$ cat src/rtl/counter_cmd_seq.sv
// Command sequencer for the up/down loadable counter: expands LOAD/UP/DOWN/HOLD
// commands into cycle-exact load_n/ce/up_down/data_load control with done reporting.
module counter_cmd_seq #(
    parameter int WIDTH  = 4,
    parameter int STEP_W = 8
) (
    input  logic              clk,
    input  logic              rst,
    input  logic              cmd_valid,
    output logic              cmd_ready,
    input  logic [1:0]        cmd_op,
    input  logic [WIDTH-1:0]  cmd_data,
    input  logic [STEP_W-1:0] cmd_len,
    input  logic              cmd_sat,
    input  logic              zero,
    input  logic              max_count,
    output logic              load_n,
    output logic              ce,
    output logic              up_down,
    output logic [WIDTH-1:0]  data_load,
    output logic              busy,
    output logic              done,
    output logic [STEP_W-1:0] done_steps,
    output logic              sat_hit
);
    localparam logic [1:0] OP_LOAD = 2'b00;
    localparam logic [1:0] OP_UP   = 2'b01;
    localparam logic [1:0] OP_DOWN = 2'b10;
    localparam logic [1:0] OP_HOLD = 2'b11;

    typedef enum logic [1:0] {S_IDLE, S_LOAD, S_RUN, S_HOLD} state_t;

    state_t            state;
    logic [STEP_W-1:0] rem;
    logic [STEP_W-1:0] issued;
    logic              sat_q;
    logic              limit;

    // Limit is checked against the live flags so the saturating cycle never wraps.
    assign limit = sat_q && (up_down ? max_count : zero);

    always_comb begin
        cmd_ready = (state == S_IDLE) && !rst;
        busy      = (state != S_IDLE) && !rst;
        load_n    = (state != S_LOAD) || rst;
        ce        = (state == S_RUN) && !limit && !rst;
    end

    always_ff @(posedge clk) begin
        if (rst) begin
            state      <= S_IDLE;
            rem        <= '0;
            issued     <= '0;
            sat_q      <= 1'b0;
            up_down    <= 1'b0;
            data_load  <= '0;
            done       <= 1'b0;
            done_steps <= '0;
            sat_hit    <= 1'b0;
        end else begin
            done <= 1'b0;
            case (state)
                S_IDLE: begin
                    if (cmd_valid) begin
                        issued <= '0;
                        rem    <= cmd_len;
                        sat_q  <= cmd_sat && (cmd_op == OP_UP || cmd_op == OP_DOWN);
                        case (cmd_op)
                            OP_LOAD: begin
                                data_load <= cmd_data;
                                state     <= S_LOAD;
                            end
                            OP_UP, OP_DOWN: begin
                                up_down <= (cmd_op == OP_UP);
                                if (cmd_len == '0) begin
                                    done       <= 1'b1;
                                    done_steps <= '0;
                                    sat_hit    <= 1'b0;
                                end else begin
                                    state <= S_RUN;
                                end
                            end
                            OP_HOLD: begin
                                if (cmd_len == '0) begin
                                    done       <= 1'b1;
                                    done_steps <= '0;
                                    sat_hit    <= 1'b0;
                                end else begin
                                    state <= S_HOLD;
                                end
                            end
                            default: state <= S_IDLE;
                        endcase
                    end
                end
                S_LOAD: begin
                    state      <= S_IDLE;
                    done       <= 1'b1;
                    done_steps <= '0;
                    sat_hit    <= 1'b0;
                end
                S_RUN: begin
                    if (limit) begin
                        state      <= S_IDLE;
                        done       <= 1'b1;
                        done_steps <= issued;
                        sat_hit    <= 1'b1;
                    end else begin
                        issued <= issued + 1'b1;
                        rem    <= rem - 1'b1;
                        if (rem == STEP_W'(1)) begin
                            state      <= S_IDLE;
                            done       <= 1'b1;
                            done_steps <= issued + 1'b1;
                            sat_hit    <= 1'b0;
                        end
                    end
                end
                S_HOLD: begin
                    rem <= rem - 1'b1;
                    if (rem == STEP_W'(1)) begin
                        state      <= S_IDLE;
                        done       <= 1'b1;
                        done_steps <= '0;
                        sat_hit    <= 1'b0;
                    end
                end
                default: state <= S_IDLE;
            endcase
        end
    end
endmodule

$ cat config.mk
export PLATFORM = sky130hd
export DESIGN_NAME = counter_cmd_seq
export DESIGN_NICKNAME = d
export VERILOG_FILES = /design/src/rtl/counter_cmd_seq.sv
export SDC_FILE = /design/constraint.sdc
export NUM_CORES = 1
export LEC_CHECK = 0
export BUFFER_PORTS_ARGS = -buffer_cell sky130_fd_sc_hd__buf_2
export CAP_MARGIN = 20
export CORE_MARGIN = 2
export CORE_UTILIZATION = 30
export DETAILED_ROUTE_END_ITERATION = 12
export PLACE_DENSITY = 0.49
export SLEW_MARGIN = 20
export SYNTH_ARGS = -nofsm -noshare
export SYNTH_HDL_FRONTEND = slang
export SYNTH_SLANG_ARGS = --single-unit
$ cat constraint.sdc
create_clock -name clk -period 2.09 [get_ports clk]
set_input_delay 0.418 -clock clk [delete_from_list [all_inputs] [get_ports clk]]
set_output_delay 0.418 -clock clk [all_outputs]
set_load 0.1 [all_outputs]
==> impl_table.tex <==
\begin{tabular}{lr}
\hline
Metric & Value \\
\hline
\multicolumn{2}{l}{\textbf{Run status}} \\
\quad Result of the run & completed \\
\multicolumn{2}{l}{\textbf{Global route}} \\
\quad Remaining global-route overflow & 0 \\
\quad Wire length of the first global-routing pass & 8090 µm \\
\quad Total routing resource utilization after global routing & 0.142 \\
\quad Maximum number of pins on one net before global-route repair & 28 \\
\quad Vias in the first global route & 1,658 \\
\quad Antenna violations before repair & 0 \\
\multicolumn{2}{l}{\textbf{Floorplan}} \\
\quad Number of rows in the core area & 28 \\
\quad IO Pins & 39 \\
\quad Effective utilization at floorplan & 0.315 \\
\quad Core area & between 0.005 and 0.006 mm² \\
\quad Chip width & approximately 83 µm \\
\quad Die Y & 83.3 µm \\
\quad Die Footprint & slightly below 0.007 mm² \\
\multicolumn{2}{l}{\textbf{Run}} \\
\quad Max capacitance violation total & 0 \\
\multicolumn{2}{l}{\textbf{Layout}} \\
\quad Final instance area & about 0.0024 mm² \\
\quad Syn-to-layout area delta & 26.6\% \\
\quad Antenna diodes & 0 \\
\quad Finished Layout Cells & 348 \\
\quad \# nets final & 299 \\
\quad Share of layout cells above drive strength 1 & 0.256 \\
\multicolumn{2}{l}{\textbf{Power and ir drop}} \\
\quad Power Dens Cells & 816 mW/mm² \\
\quad Worst IR Drop VDD & 0.392 mV \\
\quad Final Total Pwr & between 1.5 and 2 mW \\
\quad Leak pwr & 0.990 nW \\
\multicolumn{2}{l}{\textbf{STA}} \\
\quad Slew @ Worst Pin & around 0.58 ns \\
\quad Max\_slew headroom & 0.609 \\
\quad Fin crit period & a little over 2 ns \\
\quad Final Max Slew Viols & 0 \\
\quad RSZ-0062 raised after global routing & no \\
\quad Maximum frequency from static timing analysis & 0.496 GHz \\
\quad WHS & roughly 0.37 ns \\
\quad Share of the clock period used by the worst path & 0.964 \\
\quad Count of final hold-check violations & 0 \\
\quad Worst setup skew after layout & around 0.0025 ns \\
\quad Setup violations, final & 0 \\
\multicolumn{2}{l}{\textbf{Route}} \\
\quad Number of vias per cell after detailed routing & 5.05 \\
\quad Number of DRC violations after detailed routing & 0 \\
\quad Number of nets with antenna violations after detailed routing & 0 \\
\quad Vias & roughly 1.8k \\
\quad Pre-antenna DRT Iters & 6 \\
\quad Final wirelength & between 4000 and 5000 µm \\
\quad Average wire length per cell after detail routing & between 10 and 15 µm \\
\quad Number of DRC markers in iteration 0 & between 70 and 80 \\
\multicolumn{2}{l}{\textbf{Yosys}} \\
\quad Share of Yosys cell area claimed by the top area cell type & 0.361 \\
\quad Register bit total from synthesis & 34 \\
\quad Dominant cell type by area after synthesis & sky130\_fd\_sc\_hd\_\_dfxtp\_1 \\
\quad Syn. warnings & 0 \\
\quad EDFF count, synth & 0 \\
\quad Synthesized area & 0.00189 mm² \\
\quad Share of synthesized area occupied by flip-flops and latches & 0.361 \\
\quad Most frequently used flop master after synthesis & sky130\_fd\_sc\_hd\_\_dfxtp\_1 \\
\quad Number of distinct library cell variants in the gate-level netlist after synthesis & 45 \\
\quad Post-synth net total & 260 \\
\quad Post-Syn Instances & about 230 \\
\quad Cell types occupying the most area after synthesis & sky130\_fd\_sc\_hd\_\_dfxtp\_1 (36\%), sky130\_fd\_sc\_hd\_\_a21oi\_1 (7.4\%), sky130\_fd\_sc\_hd\_\_nand2\_1 (4.8\%), sky130\_fd\_sc\_hd\_\_ha\_1 (4.6\%), sky130\_fd\_sc\_hd\_\_nor2\_1 (4.4\%) \\
\quad Fraction of synthesis flops using an asynchronous set or reset pin & 0 \\
\quad Most frequent cells after synthesis & sky130\_fd\_sc\_hd\_\_dfxtp\_1 (34), sky130\_fd\_sc\_hd\_\_a21oi\_1 (28), sky130\_fd\_sc\_hd\_\_nand2\_1 (24) \\
\quad Post-synthesis area per instance & 8.09 µm² \\
\quad Leading cell type by number of instances after synthesis & sky130\_fd\_sc\_hd\_\_dfxtp\_1 \\
\multicolumn{2}{l}{\textbf{Setup path}} \\
\quad FF-to-FF Start & rem[2] \\
\quad Logic depth of the worst path, buffers included & 4 \\
\quad Required time at the endpoint of the critical path & between 1.5 and 2 ns \\
\quad Cell at the slowest stage of the critical path & sky130\_fd\_sc\_hd\_\_mux2\_4 \\
\quad Cell family with the largest share of critical-path delay & multiplexers \\
\quad Number of buffers and inverters on the critical path & 1 \\
\quad Largest fanout of any net on the critical path & 11 \\
\quad Critical path's largest stage delay & $\sim$0.4 ns \\
\quad Worst R2R Path Depth & 5 \\
\quad CP Launch Type & flip-flop \\
\quad Critical Path End Type & output pin \\
\quad Register-to-register setup slack & about 0.24 ns \\
\quad List of cells traversed by the critical path & mux2\_4 -> a21oi\_4 -> nor2b\_4 -> buf\_12 \\
\quad Crit path DAT & approximately 1.6 ns \\
\quad Reg2reg end & done\_steps[7] \\
\quad Worst setup path category & flip-flop to output pin \\
\multicolumn{2}{l}{\textbf{Hold path}} \\
\quad Endpoint with the worst hold slack & data\_load[1] \\
\quad Depth of the worst hold-timing path & 3 \\
\quad Worst Hold Launch & cmd\_data[1] \\
\quad Path category of the worst min-delay check & primary input to flip-flop \\
\multicolumn{2}{l}{\textbf{Clock network}} \\
\quad CTS hold repair buffers & 0 \\
\quad Clock tree root buffer cell & sky130\_fd\_sc\_hd\_\_clkbuf\_8 \\
\quad Bufs on Longest Clock Path & 2 \\
\quad CTS buffer count & 5 \\
\quad CTS tree & yes \\
\quad Number of clock sinks & 34 \\
\quad H-Tree Level Count & 2 \\
\quad CTS clk-pin slew, worst paths & 0.07 ns \\
\quad Clock latency at the later pin of the worst-skew pair & $\sim$0.29 ns \\
\multicolumn{2}{l}{\textbf{Place}} \\
\quad Final HPWL DP & 3330 µm \\
\quad Post-DP Area & between 0.002 and 0.0025 mm² \\
\quad Placed Cells & 340 \\
\quad Final GP Congestion & around 0.78 \\
\quad Number of buffer cells added on primary ports & 38 \\
\hline
\end{tabular}
kinds of logic after synthesis:
kind of cell | count (synthesis) | synth area share
multiplexers | 8 | 0.0458
AND/OR/NAND/NOR | 85 | 0.213
adder cells (fa/ha/maj) | 7 | 0.0464
flip-flops | 34 | 0.361
XOR/XNOR | 7 | 0.0325
buffers and inverters | 23 | 0.0518
AO/OA/AOI/OAI | 69 | 0.250
worst min-delay path: stages:
cell                      delay (ns)
sky130_fd_sc_hd__buf_2          0.08
sky130_fd_sc_hd__mux2i_1        0.05
sky130_fd_sc_hd__nor2_1         0.07
routing by layer:
metal	vias to the layer above	GRT usage	share of wire
met1	794	0.198	0.51
met3	6	0.0288	0.037
met5	-	0	0
li1	915	-	-
met4	0	0.0566	0.017
met2	41	0.212	0.44
worst max-delay path by stage:
stage / from / end
after floorplan: up_down / ce
after global placement: cmd_op[1] / done_steps[1]
after detailed placement: cmd_op[1] / done_steps[3]
after CTS: up_down / ce
after global routing: up_down / ce
final: up_down / ce
registers in the layout, indices dropped and copies added, names as in the netlist:
name,flops
done,1
sat_q,1
done_steps,8
data_load,4
up_down,1
rem,8
state,2
issued,8
sat_hit,1
stage by stage:
step,util,TNS (ns),setup slack [ns]
5_1_grt,0.398,0,0.0138
3_3_place_gp,0.379,0,0.141
3_5_place_dp,0.379,0,0.103
6_report,0.398,0,0.0750
4_1_cts,0.397,0,0.0142
2_1_floorplan,-,-0.332,-0.332
placed cells by master, fill, tap and decap left out, drive strengths merged, types with 2 or more instances in the layout:
cell type,instances
nand2,24
mux2i,6
and3,2
xor2,7
dfxtp,34
nand3,14
mux2,2
nand2b,6
clkbuf,5
a311oi,7
nor2b,5
a211oi,3
ha,7
nor4,3
inv,7
a22oi,3
a21oi,30
clkinv,2
a41oi,2
nor3,4
buf,48
o21ai,11
o2bb2ai,3
nor2,22
layout make-up:
class | instances | area [µm²]
Clock buffer | 5 | 68.8
Timing Repair Buffer | 48 | 338
Clock inverter | 3 | 40.0
Tap cell | 75 | 93.8
Multi-Input combinational cell | 176 | 1140
Fill cell | 629 | 3600
Sequential cell | 34 | 682
Inverter | 7 | 26.3
where the power goes:
| part | leakage (nW) | total, mW | internal (mW) | switching (mW) |
|---|---|---|---|---|
| logic | 0.655 | 0.605 | 0.215 | 0.390 |
| registers | 0.277 | 0.736 | 0.688 | 0.0483 |
| clock network | 0.0579 | 0.605 | 0.351 | 0.254 |
| total | 0.990 | 1.95 | 1.25 | 0.692 |
what timing repair did:
item,4_1_cts,5_1_grt
gates resized for setup,0,1
endpoints found under the setup margin,0,1
buffers inserted,0,0
Note: power is estimated with default switching activity, not from simulation.
